==> config.mk <==
export PLATFORM = sky130hd
export DESIGN_NAME = axi_rd_master_arbiter
export DESIGN_NICKNAME = d
export VERILOG_FILES = /design/src/rtl/axi_ic_pkg.sv /design/src/rtl/rr_pick.sv /design/src/rtl/axi_rd_master_arbiter.sv
export SDC_FILE = /design/constraint.sdc
export NUM_CORES = 1
export LEC_CHECK = 0
export ABC_AREA = 1
export BUFFER_PORTS_ARGS = -buffer_cell sky130_fd_sc_hd__buf_2
export CORE_ASPECT_RATIO = 0.75
export CORE_MARGIN = 4
export CORE_UTILIZATION = 25
export DETAILED_ROUTE_END_ITERATION = 10
export GPL_TIMING_DRIVEN = 0
export PLACE_DENSITY = 0.41
export SLEW_MARGIN = 15
export SYNTH_ARGS = -nofsm -noshare
export SYNTH_HDL_FRONTEND = slang
export SYNTH_SLANG_ARGS = --single-unit
==> constraint.sdc <==
create_clock -name ACLK -period 1.7 [get_ports ACLK]
set_input_delay 0.17 -clock ACLK [delete_from_list [all_inputs] [get_ports ACLK]]
set_output_delay 0.17 -clock ACLK [all_outputs]
set_load 0.005 [all_outputs]
==> src/rtl/axi_ic_pkg.sv <==
`default_nettype none
// ============================================================================
// axi_ic_pkg : shared types and constants for the 4x8 AXI4 interconnect
// Rev 1.0
// ============================================================================
package axi_ic_pkg;

   localparam int NUM_M = 4;
   localparam int NUM_S = 8;

   // Slave select lives in the top address bits
   localparam int ADDR_W      = 32;
   localparam int SLV_SEL_W   = $clog2(NUM_S);
   localparam int SLV_SEL_MSB = ADDR_W - 1;
   localparam int SLV_SEL_LSB = ADDR_W - SLV_SEL_W;

   typedef logic [1:0] m_idx_t;

   typedef enum logic [1:0] {
      IDLE = 2'd0,
      AR   = 2'd1,
      R    = 2'd2
   } rd_arb_state_e;

endpackage : axi_ic_pkg
`default_nettype wire

==> src/rtl/rr_pick.sv <==
`default_nettype none
// ============================================================================
// rr_pick : combinational round-robin picker, searches from last+1 circularly
// Rev 1.0
// ============================================================================
module rr_pick
   import axi_ic_pkg::*;
(
   input  logic [3:0] req,
   input  logic [1:0] last,
   output logic [3:0] gnt_oh,
   output logic [1:0] gnt_idx,
   output logic       any
);

   m_idx_t w_cand;
   logic   w_found;

   always_comb begin
      gnt_oh  = '0;
      gnt_idx = '0;
      w_found = 1'b0;
      w_cand  = last;
      // Offset NUM_M wraps back to last itself, so it is searched last
      for (int k = 1; k <= NUM_M; k++) begin
         w_cand = last + m_idx_t'(k);
         if (!w_found && req[w_cand]) begin
            w_found = 1'b1;
            gnt_idx = w_cand;
            gnt_oh  = 4'b0001 << w_cand;
         end
      end
   end

   assign any = |req;

endmodule : rr_pick
`default_nettype wire

==> src/rtl/axi_rd_master_arbiter.sv <==
`default_nettype none
// ============================================================================
// axi_rd_master_arbiter : round-robin owner of the shared AR/R path, AR -> RLAST
// Rev 1.0
// ============================================================================
module axi_rd_master_arbiter #(
   parameter int NUM_M       = 4,
   parameter int WDOG_CYCLES = 0,
   parameter int TCO         = 1
) (
   input  logic       ACLK,
   input  logic       ARESETn,
   input  logic [3:0] m_ARVALID,
   input  logic [3:0] m_RREADY,
   input  logic       s_ARREADY,
   input  logic       s_RVALID,
   input  logic       s_RLAST,
   output logic [3:0] grant,
   output logic [1:0] grant_idx,
   output logic       grant_vld,
   output logic       rd_busy,
   output logic       wdog_err
);
   import axi_ic_pkg::*;

   // Fixed four-master datapath; TCO is a simulation delay with no RTL effect
   if (NUM_M != 4 || TCO < 0) begin : g_cfg_unsupported
   end

   rd_arb_state_e state_q, state_d;
   m_idx_t        last_q, last_d;
   logic [3:0]    grant_q, grant_d;
   m_idx_t        idx_q, idx_d;
   logic          vld_q, vld_d;
   logic          busy_q, busy_d;
   logic          werr_q, werr_d;

   logic [3:0]    w_pick_oh;
   m_idx_t        w_pick_idx;
   logic          w_pick_any;
   logic          w_ar_hs;
   logic          w_beat_hs;
   logic          w_last_hs;
   logic          w_wdog_fire;

   rr_pick u_rr_pick (
      .req     (m_ARVALID),
      .last    (last_q),
      .gnt_oh  (w_pick_oh),
      .gnt_idx (w_pick_idx),
      .any     (w_pick_any)
   );

   assign w_ar_hs   = m_ARVALID[idx_q] && s_ARREADY;
   assign w_beat_hs = s_RVALID && m_RREADY[idx_q];
   assign w_last_hs = w_beat_hs && s_RLAST;

   if (WDOG_CYCLES > 0) begin : g_wdog
      localparam int             c_CNT_W = $clog2(WDOG_CYCLES + 1);
      localparam logic [c_CNT_W-1:0] c_MAX   = c_CNT_W'(WDOG_CYCLES);
      localparam logic [c_CNT_W-1:0] c_FIRE  = c_CNT_W'(WDOG_CYCLES - 1);

      logic [c_CNT_W-1:0] cnt_q, cnt_d;

      // Cleared outside R (so it starts at 0 on entry) and on every beat
      always_comb begin
         cnt_d = '0;
         if (state_q == R && !w_beat_hs) begin
            cnt_d = (cnt_q == c_MAX) ? cnt_q : cnt_q + 1'b1;
         end
      end

      always_ff @(posedge ACLK or negedge ARESETn) begin
         if (!ARESETn) begin
            cnt_q <= '0;
         end else begin
            cnt_q <= cnt_d;
         end
      end

      // Fires on the edge where the idle count reaches the limit
      assign w_wdog_fire = (state_q == R) && !w_beat_hs && (cnt_q == c_FIRE);
   end else begin : g_no_wdog
      assign w_wdog_fire = 1'b0;
   end

   always_ff @(posedge ACLK or negedge ARESETn) begin
      if (!ARESETn) begin
         state_q <= IDLE;
         last_q  <= 2'd3;
         grant_q <= '0;
         idx_q   <= '0;
         vld_q   <= 1'b0;
         busy_q  <= 1'b0;
         werr_q  <= 1'b0;
      end else begin
         state_q <= state_d;
         last_q  <= last_d;
         grant_q <= grant_d;
         idx_q   <= idx_d;
         vld_q   <= vld_d;
         busy_q  <= busy_d;
         werr_q  <= werr_d;
      end
   end

   always_comb begin
      state_d = state_q;
      unique case (state_q)
         IDLE:    if (w_pick_any)                state_d = AR;
         AR:      if (w_ar_hs)                   state_d = R;
         R:       if (w_last_hs || w_wdog_fire)  state_d = IDLE;
         default:                                state_d = IDLE;
      endcase
   end

   always_comb begin
      last_d  = last_q;
      grant_d = grant_q;
      idx_d   = idx_q;
      vld_d   = vld_q;
      busy_d  = busy_q;
      werr_d  = 1'b0;
      unique case (state_q)
         IDLE: begin
            grant_d = w_pick_any ? w_pick_oh  : 4'b0000;
            idx_d   = w_pick_any ? w_pick_idx : 2'd0;
            vld_d   = w_pick_any;
            busy_d  = 1'b0;
         end
         AR: begin
            if (w_ar_hs) begin
               busy_d = 1'b1;
            end
         end
         R: begin
            if (w_last_hs || w_wdog_fire) begin
               last_d  = idx_q;
               grant_d = '0;
               idx_d   = '0;
               vld_d   = 1'b0;
               busy_d  = 1'b0;
               werr_d  = w_wdog_fire;
            end
         end
         default: begin
            grant_d = '0;
            idx_d   = '0;
            vld_d   = 1'b0;
            busy_d  = 1'b0;
         end
      endcase
   end

   assign grant     = grant_q;
   assign grant_idx = idx_q;
   assign grant_vld = vld_q;
   assign rd_busy   = busy_q;
   assign wdog_err  = werr_q;

endmodule : axi_rd_master_arbiter
`default_nettype wire
### Word-level counts from Yosys, hierarchy flattened

Index checks and enable logic that the tools add are counted.

| cells by class | value |
|---|---|
| add/sub/neg operators | 3 |
| magnitude comparators | 5 |
| eq/ne operators | 5 |
| shift operators | 4 |
| muxes and demuxes | 36 |
| bitwise operators | 1 |
| reductions and logical operators | 15 |

Operators by type and width:

| cell | number |
|---|---|
| 4-bit 2-to-1 mux | 6 |
| 2-bit 2-to-1 mux | 8 |
| 1-bit by 2-bit left shift with 4-bit output, first input constant | 4 |
| 2-bit by 3-bit less-than comparator with 1-bit output, second input constant | 5 |
| 1-bit binary-select mux with 2-bit select | 6 |
| 2-bit case mux with 3 select lines | 2 |
| 4-bit case mux with 3 select lines | 1 |
| 1-bit 2-to-1 mux | 11 |
| 1-bit logical AND | 6 |
| 2-bit inequality test, second input constant | 3 |
| 2-bit AND reduction | 3 |
| 2-bit adder, second input constant | 2 |
| 4-bit OR reduction | 1 |
| 1-bit zero test | 3 |
| 1-bit case mux with 3 select lines | 1 |
| 3-bit AND reduction | 1 |
| 2-bit by 1-bit adder with 2-bit output, second input constant | 1 |
| 2-bit by 1-bit equality test with 1-bit output, second input constant | 1 |
| 2-bit equality test, second input constant | 1 |
| 2-bit zero test | 1 |
| 1-bit case mux with 2 select lines | 1 |
| 1-bit inverter | 1 |

| word-level totals | value |
|---|---|
| register bits | 12 |
| bits of input ports | 13 |
| output and inout bits | 9 |
| word-level logic and storage cells | 75 |

### Longest topological paths before layout

Gate-level depths: netlist of run 1.

| logic depth | value |
|---|---|
| depth in word-level cells | 15 |
| gate-level depth with buffers | 12 |
| depth with buffers taken out | 12 |

### Hierarchy

A second synthesis of run 1 with hierarchy kept.

| second synthesis, totals | value |
|---|---|
| cell total of the unflattened synthesis | 158 |
| area, all modules | 1134.8 µm² |

By module, submodules not included:

| module | instances | cells each | area each (µm²) | seq. area each (µm²) |
|---|---|---|---|---|
| axi_rd_master_arbiter | 1 | 80 | 601.8 | 302.8 |
| rr_pick | 1 | 78 | 533.0 | 0.0 |

### Worst setup path before layout of run 1

No wires, ideal clock.

| path | value |
|---|---|
| kind | register to register |
| start | register last_q[0] |
| end | register idx_q[1], in the netlist grant_idx[1] |
| arrival time | 1.778 ns |
| data required time | 1.584 ns |
| setup slack | -0.194 ns |
| cell stages (with the launch flop) | 13 |
| buffers on the path | 1 |
| period minus slack after synthesis | 1.894 ns |
| cell sequence | dfstp_2 -> inv_2 -> ha_1 -> inv_1 -> nand2_4 -> nand2_4 -> nor2_4 -> buf_6 -> nand3_1 -> nand2_1 -> nand2_1 -> nand2_1 -> nand2_1 |

| between the ends | value |
|---|---|
| cells in the longest elaborated chain, start to end | 15 |
| elaborated cells between the ends (all ways) | 26 |

Ends and longest elaborated chain:

| element | RTL line | RTL |
|---|---|---|
| from (decl) | axi_rd_master_arbiter.sv:31 | `m_idx_t last_q, last_d;` |
| from (signal assigned) | axi_rd_master_arbiter.sv:98 | `last_q <= last_d;` |
| 2-bit by 1-bit adder with 2-bit output | rr_pick.sv:26 | `w_cand = last + m_idx_t'(k);` |
| 1-bit binary-select mux with 2-bit select | rr_pick.sv:27 | `if (!w_found && req[w_cand]) begin` |
| 1-bit 2-to-1 mux (not written as such) | rr_pick.sv:27 |  |
| 1-bit 2-to-1 mux | rr_pick.sv:27 |  |
| 1-bit zero test | rr_pick.sv:27 |  |
| 1-bit logical AND | rr_pick.sv:27 |  |
| 1-bit 2-to-1 mux | rr_pick.sv:27 |  |
| 1-bit zero test | rr_pick.sv:27 |  |
| 1-bit logical AND | rr_pick.sv:27 |  |
| 1-bit 2-to-1 mux | rr_pick.sv:27 |  |
| 1-bit zero test | rr_pick.sv:27 |  |
| 1-bit logical AND | rr_pick.sv:27 |  |
| 2-bit 2-to-1 mux * | rr_pick.sv:27 |  |
| 2-bit 2-to-1 mux * | axi_rd_master_arbiter.sv:127 | `idx_d = w_pick_any ? w_pick_idx : 2'd0;` |
| 2-bit case mux with 3 select lines * | axi_rd_master_arbiter.sv:124 | `unique case (state_q)` |
| to (signal assigned) | axi_rd_master_arbiter.sv:100 | `idx_q <= idx_d;` |
| to (decl) | axi_rd_master_arbiter.sv:33 | `m_idx_t idx_q, idx_d;` |

Mark *: on every way between the ends. The rest lies on a longest branch, timed or not. The select of a mux whose other input is x is not followed.
A chain may end at the register's enable or synchronous reset.

### Worst setup path after layout of run 1

| path | value |
|---|---|
| start | register last_q[0] |
| end | register idx_q[0], in the netlist grant_idx[0] |

The elaborated chain is that of the path after synthesis.

==> results of run 1 <==
[worst max-delay path by stage]
stage	startpoint	endpoint	slack, ns	cells after the start
after floorplan	last_q[0]	grant_idx[1]	-0.04	12
after global placement	last_q[0]	grant[3]	-0.38	9
after detailed placement	last_q[0]	grant[3]	-0.43	9
after CTS	last_q[0]	grant[3]	-0.12	12
after global routing	last_q[0]	grant[1]	-0.24	12
final	last_q[0]	grant_idx[0]	-0.12	12
[per-layer routing]
metal	part of all wire [%]	global-route usage [%]	vias up
met5	0	0	-
met4	0	1.22	0
li1	-	-	594
met2	43	17.2	27
met3	5.1	2.82	0
met1	52	19.4	523
[worst max-delay path, cell delays in order, from the launching register on]
cell                      delay [ns]
sky130_fd_sc_hd__dfstp_2        0.59
sky130_fd_sc_hd__inv_6          0.05
sky130_fd_sc_hd__ha_4           0.31
sky130_fd_sc_hd__inv_4          0.05
sky130_fd_sc_hd__nand2_4        0.07
sky130_fd_sc_hd__nand2_4        0.05
sky130_fd_sc_hd__nor2_4         0.14
sky130_fd_sc_hd__buf_4          0.15
sky130_fd_sc_hd__nand2_1        0.05
sky130_fd_sc_hd__o21ai_0        0.07
sky130_fd_sc_hd__nand2_1        0.06
sky130_fd_sc_hd__nand2_1        0.06
sky130_fd_sc_hd__nand2_1        0.05
[Yosys cell counts, drive strengths merged]
library cell,n,share of area (%)
nand4,5,3.0
dfstp,2,5.0
a21boi,2,1.4
a21oi,10,4.8
ha,7,8.4
nand3,20,10
nor2,7,3.2
dfrtp,10,24
nand2,68,26
buf,2,1.8
o21ai,7,3.4
inv,20,7.2
nand3b,1,0.72
conb,1,0.36
[cells by family (layout without fill, tap and decap cells)]
family / count (synthesis) / after routing / synth area share (%)
AO/OA/AOI/OAI: 19 / 19 / 9.61
adder cells (fa/ha/maj): 7 / 7 / 8.41
buffers and inverters: 22 / 59 / 9.01
flip-flops: 12 / 12 / 29.1
other: 1 / 1 / 0.360
AND/OR/NAND/NOR: 101 / 101 / 43.5
[report_power, final]
part	switching [mW]	internal, mW	leakage [nW]
clock network	0.100	0.165	0.0228
registers	0.113	0.427	0.149
logic	1.52	1.05	0.632
[repair_timing]
action	4_1_cts	5_1_grt
hold buffers	1	0
cloned	1	0
endpoints found under the setup margin	6	8
resized for setup	8	18
buffers inserted	5	6
endpoints found under the hold margin	10	0
pin swaps	3	5
[area by class of cell]
type | instances | area (um^2)
Buffer | 2 | 18.8
Clock buffer | 4 | 45.0
Fill cell | 438 | 2560
Inverter | 20 | 90.1
Multi-Input combinational cell | 128 | 736
Sequential cell | 12 | 303
Tap cell | 55 | 68.8
Timing Repair Buffer | 33 | 208
[state kept, by name, indices dropped and copies added (netlist names)]
register and cells:
state_q 2, grant_idx 2, rd_busy 1, grant_vld 1, grant 4, last_q 2
[through the flow]
step           setup WS (ns)  util (%)  instance area, um^2  TNS, ns  instances
2_1_floorplan        -0.0369         -                 1060   -0.189        162
3_5_place_dp          -0.433      30.5                 1230    -2.42        237
3_3_place_gp          -0.380      30.5                 1230    -2.07        237
4_1_cts               -0.119      33.7                 1360   -0.637        248
6_report              -0.118      36.5                 1470   -0.597        254
5_1_grt               -0.243      36.5                 1470    -1.20        254
[layout by cell type, fill, tap and decap left out, types with 2 or more instances in the layout]
cell                       netlist  final
sky130_fd_sc_hd__inv_4           0      2
sky130_fd_sc_hd__buf_2           0     20
sky130_fd_sc_hd__nand2_4         2      3
sky130_fd_sc_hd__dfrtp_1        10     10
sky130_fd_sc_hd__nand4_1         5      5
sky130_fd_sc_hd__nor2_1          6      5
sky130_fd_sc_hd__ha_1            7      6
sky130_fd_sc_hd__o21ai_0         6      6
sky130_fd_sc_hd__dfstp_2         2      2
sky130_fd_sc_hd__nand3_1        19     13
sky130_fd_sc_hd__clkbuf_8        0      3
sky130_fd_sc_hd__a21boi_0        2      2
sky130_fd_sc_hd__nand3_2         1      5
sky130_fd_sc_hd__nor2_4          1      2
sky130_fd_sc_hd__nand3_4         0      2
sky130_fd_sc_hd__nand2_1        64     57
sky130_fd_sc_hd__inv_6           0      2
sky130_fd_sc_hd__nand2_2         2      8
sky130_fd_sc_hd__a21oi_1        10     10
sky130_fd_sc_hd__buf_4           1     11
sky130_fd_sc_hd__inv_1          18     16
sky130_fd_sc_hd__buf_6           1      3
==> results.md, run 1 <==
- Share of the yosys chip area belonging to registers: between 20% and 30%
- Sort of element at the end of the critical path: flop
- Endpoint arrival time on the critical path: between 1.5 and 2 ns
- Std-Cell Core Area: just over 4000 um^2
- Per-cell routed wire length: 12.0 um
- Count of H-tree levels built during CTS: 1
- Standard-cell row count: 20
- Maxcap violations: 0
- Insertion delay of the later-clocked pin in the worst-skew pair: approximately 0.24 ns
- DRT antenna net count: 0
- Number of DRC markers after the initial detailed-route iteration: 52
- CTS sink cnt: 12
- Total power per unit cell area: between 2000 and 2500 nW/um^2
- Terminating pin of the worst hold path: state_q[0]
- FF-to-FF setup slack: -0.12 ns
- Overall routed net length: about 3000 um
- Startpoint types: flop
- Max Clk Rate: about 550 MHz
- Number of I/O port buffers: 20
- Area added between synthesis and finish: 41.1%
- Max Clock Skew: roughly 0.0043 ns
- Maximum number of pins on one net before global-route repair: 13
- Effective utilization at floorplan: between 20% and 30%
- Reg clk slew, reported paths: around 0.050 ns
- Peak ir drop on the vdd network: 0.912 mV
- Post-synth net total: between 150 and 200
- Violations in the final reports: negative setup slack
- Post-Syn Instances: between 150 and 200
- Total power after layout: 3.37 mW
- Netlist cell types: 21
- Num ports: 22
- Register bit total from synthesis: 12
- Worst hold margin: ~0.19 ns
- Layout cells sized above 1: about 33%
- Final hold viol count: 0
- Wire length of the first global-routing pass: ~5000 um
- ANT cells: 0
- Final number of setup-violating endpoints: 6
- Floorplan die width: 82.5 um
- Gpl congestion: between 0.8 and 0.9
- HP Class: in -> reg
- Startpoint of the most critical hold path: s_ARREADY
- CTS Root Cell: sky130_fd_sc_hd__clkbuf_8
- Die Footprint: around 5300 um^2
- Die boundary height: 63.9 um
- Post-route DRC violation count: 0
- Via-to-Cell Ratio: ~4.5
- Layout Nets: 220
- Maximum clock insertion buffer count: 2
- Clock tree from TritonCTS: built
- Worst Hold Path Cells: 4
- Via count of the first global-routing pass: 1050
- Static leakage: 0.804 nW
- Min Tclk post-route: approximately 1.8 ns
- Total number of yosys warnings: 0
- Register-to-Register Path Depth: 12
- CP required: about 1.8 ns
- Worst reg2reg path startpoint: last_q[0]
- Endpoint of the worst register-to-register path: grant_idx[0]
- Half-perimeter wire length after placement: 2230 um
- Period Utilization, post-route: 107%
- CTS buffer count: 3
- Gr ovfl total: 0
- Setup repair after global routing missed its margin: true
- Setup slack after layout: -0.118 ns
- Antenna violations before repair: 0
- Final slew viol count: 0
- DRT Pass-1 Iters: 4
- Vias: between 1000 and 1500
- Total routing usage reported by global routing: 12.3%
- Setup CP Type: reg -> reg
- Critical-path maximum fanout: 4
- Cell area after synthesis: 1040 um^2
- Mapped Avg Cell Area: approximately 6.4 um^2
- Run status: finished with violations
Power figures use the tool's default switching activity.
==> inputs of run 2 (changes only) <==
Settings changed: ABC_AREA 1 to not set, CORE_UTILIZATION 25 to 35, PLACE_DENSITY 0.41 to not set.
==> run 2 against run 1 <==
Net effect: the flow still finishes with violations (negative setup slack); sequential power increased by 2%; final area decreased by 12%; count of clock-buffer cells in the layout unchanged; combinational power decreased by 31%; power decreased by 22%; critical path depth decreased by 5.
==> results.md, run 2 <==
- Run status: finished with violations
- Violations in the final reports: negative setup slack
- Layout Nets: 146
- CTS buffer count: 3
- Overall routed net length: roughly 2300 um
- Final slew viol count: 0
- Ordered cell list for the critical path: buf_8 > inv_8 > ha_4 > mux4_2 > buf_6 > or3_1 > a32o_1
- Count of H-tree levels built during CTS: 1
- Buffers plus inverters on the worst setup path: 3
- Vias: roughly 850
- Total number of yosys warnings: 0
- Maximum number of pins on one net before global-route repair: 13
- Largest register FFs: 4
- Total routing usage reported by global routing: 13.4%
- Area added between synthesis and finish: 30.4%
- Startpoint types: flop
- Post-route DRC violation count: 0
- Setup slack after layout: -0.659 ns
- Gr ovfl total: 0
- Netlist cell types: 37
- Num ports: 22
- Reg clk slew, reported paths: 0.05 ns
- Number of I/O port buffers: 20
- Max Clk Rate: ~420 MHz
- Worst hold margin: between 0.2 and 0.3 ns
- Final hold viol count: 0
- Gpl congestion: 0.790
- Share of the yosys chip area belonging to registers: between 30% and 40%
- Die boundary height: approximately 54 um
- HP Class: in -> reg
- Register bit total from synthesis: 12
- Half-perimeter wire length after placement: 1800 um
- Period Utilization, post-route: 139%
- Top cell type by total area after synthesis: sky130_fd_sc_hd__dfrtp_1
- Number of enable flip-flop cells after synthesis: 0
- Standard-cell row count: 16
- Setup CP Type: reg -> reg
- Mapped Avg Cell Area: 10.7 um^2
- Psw: roughly 1.1 mW
- ANT cells: 0
- Comb power frac: 67.3%
- Most frequent cells after synthesis: 10 x sky130_fd_sc_hd__dfrtp_1, 7 x sky130_fd_sc_hd__ha_1, 6 x sky130_fd_sc_hd__o21ai_0
- Critical-path maximum fanout: 7
- Maxcap violations: 0
- Layout cells sized above 1: 43.2%
- Final number of setup-violating endpoints: 6
- CTS Root Cell: sky130_fd_sc_hd__clkbuf_8
- Std-Cell Core Area: approximately 2700 um^2
- Die Footprint: roughly 3800 um^2
- Highest cell delay on the worst timing path: 0.55 ns
- Post-Layout Inst Area: ~1300 um^2
- Total power per unit cell area: between 2000 and 2500 nW/um^2
- Cell area after synthesis: around 990 um^2
- Insertion delay of the later-clocked pin in the worst-skew pair: between 0.2 and 0.25 ns
- Static leakage: ~0.58 nW
- Post-Place Cell Area: between 1000 and 1500 um^2
- Peak ir drop on the vdd network: just under 0.9 mV
- Share of total power consumed by net switching: 40.8%
- Most frequently used cell type in the post-synthesis netlist: sky130_fd_sc_hd__dfrtp_1
- Critical path's top delay family: flip-flops
- Via count of the first global-routing pass: 800
- Crit path max-delay cell type: sky130_fd_sc_hd__dfstp_2
- Effective utilization at floorplan: between 30% and 40%
- Floorplan die width: just under 70 um
- Wire length of the first global-routing pass: around 3900 um
- CTS sink cnt: 12
- Commonest cells after routing, fill and taps aside: 20 x sky130_fd_sc_hd__buf_2, 10 x sky130_fd_sc_hd__dfrtp_1, 8 x sky130_fd_sc_hd__buf_4
- Number of DRC markers after the initial detailed-route iteration: 25
- Most common library cell in the layout ignoring fill and taps: sky130_fd_sc_hd__buf_2
- Via-to-Cell Ratio: roughly 5.3
- Per-cell routed wire length: between 10 and 15 um
- Endpoint arrival time on the critical path: ~2.5 ns
- Setup repair after global routing missed its margin: true
- Fraction of registers with async set or reset after synthesis: 100%
- Min Tclk post-route: approximately 2.4 ns
- Sort of element at the end of the critical path: flop
- Post-Syn Instances: 93
- Largest cells by area after synthesis: sky130_fd_sc_hd__dfrtp_1 25%, sky130_fd_sc_hd__mux4_2 9.1%, sky130_fd_sc_hd__ha_1 8.8%
- DRT antenna net count: 0
- Post-synth net total: between 100 and 150
- Maximum clock insertion buffer count: 2
- Antenna violations before repair: 0
- Share of the synthesized area in the top cell type: 25.2%
- Worst-case headroom to the max-slew limit: between 60% and 70%
- CP required: ~1.8 ns
- DRT Pass-1 Iters: 4
- Share of power burned in the clock network: a little under an eighth
- Clock tree from TritonCTS: built
- Leading register cell type out of synthesis: sky130_fd_sc_hd__dfrtp_1
- Portion of total power attributed to sequential cells: between 20% and 30%
- Actual transition at the worst max-transition pin: 0.520 ns
- Max Clock Skew: ~0.0047 ns
- Cell internal power dissipation: 1.55 mW
## run 2: changes by cell type in the layout (fill, tap and decap cells not counted), sizes merged, moves of 6 or more
cell,previous run,this run
inv,20,3
a221o,0,6
nand3,20,0
nand2,68,4
## run 2: what timing repair did
| action | 4_1_cts | 5_1_grt |
|---|---|---|
| hold buffers | 1 | 0 |
| gates resized for setup | 4 | 2 |
| cloned | 0 | 0 |
| endpoints found under the setup margin | 6 | 10 |
| pin swaps | 2 | 0 |
| hold endpoints to repair | 10 | 0 |
| buffers inserted | 6 | 1 |
## run 2: worst paths after layout
check | from | to | slack, ns | cells after the start
max in group asynchronous | ARESETn | last_q[0] | 1.09 | 2
max | last_q[0] | grant_idx[0] | -0.66 | 7
min reg2reg | grant_vld | grant_vld | 0.48 | 1
max reg2reg | last_q[0] | grant_idx[0] | -0.66 | 7
min in group asynchronous | ARESETn | grant_idx[0] | 0.34 | 2
min | s_ARREADY | state_q[0] | 0.28 | 3
## run 2: worst min-delay path, stage by stage
cell                      delay (ns)
sky130_fd_sc_hd__buf_2          0.07
sky130_fd_sc_hd__and2_1         0.15
sky130_fd_sc_hd__o21ai_0        0.08
## run 2: layout make-up
type	instances	area, um^2
plain buffers	3	33.8
flip-flops and latches	12	303
repair buffers	28	163
fillers	257	1370
clock buffers	4	55.1
inverters	3	18.8
well taps	36	45.0
multi-input cells	75	677
## run 2: metal layers
layer | global-route usage [%] | share of wire (%) | up-vias | routed length (um)
li1 | - | - | 428 | -
met1 | 18.6 | 49 | 404 | 1160
met2 | 20.7 | 44 | 20 | 1040
met3 | 3.73 | 6.2 | 0 | 145
met4 | 2.92 | 0 | 0 | 0
met5 | 0 | 0 | - | 0
## run 2: kinds of logic after synthesis
group / Yosys count / synth area share [%]
and+or+nand+nor: 27 / 17.1
adders and majority gates: 7 / 8.82
DFF: 12 / 30.5
other: 1 / 0.377
AOI/OAI and AO/OA: 29 / 21.7
buffers and inverters: 6 / 3.53
muxes: 11 / 18.0
## run 2: power groups by stage
stage | Combinational (mW) | Sequential (mW) | Clock [mW]
global placement | 1.46 | 0.597 | 0
floorplan | 1.15 | 0.569 | 0
finish | 1.77 | 0.553 | 0.306
CTS | 1.71 | 0.551 | 0.311
detailed placement | 1.49 | 0.604 | 0
global route | 1.94 | 0.576 | 0.329
## run 2: through the flow
stage	setup slack, ns	power (mW)	std cells	utilization (%)	TNS, ns
3_3_place_gp	-0.849	2.06	149	43.5	-4.90
6_report	-0.659	2.63	161	48.6	-3.68
3_5_place_dp	-0.895	2.09	149	43.5	-5.09
4_1_cts	-0.658	2.57	160	48.1	-3.70
2_1_floorplan	-0.725	1.72	93	-	-3.96
5_1_grt	-0.723	2.84	161	48.6	-4.11
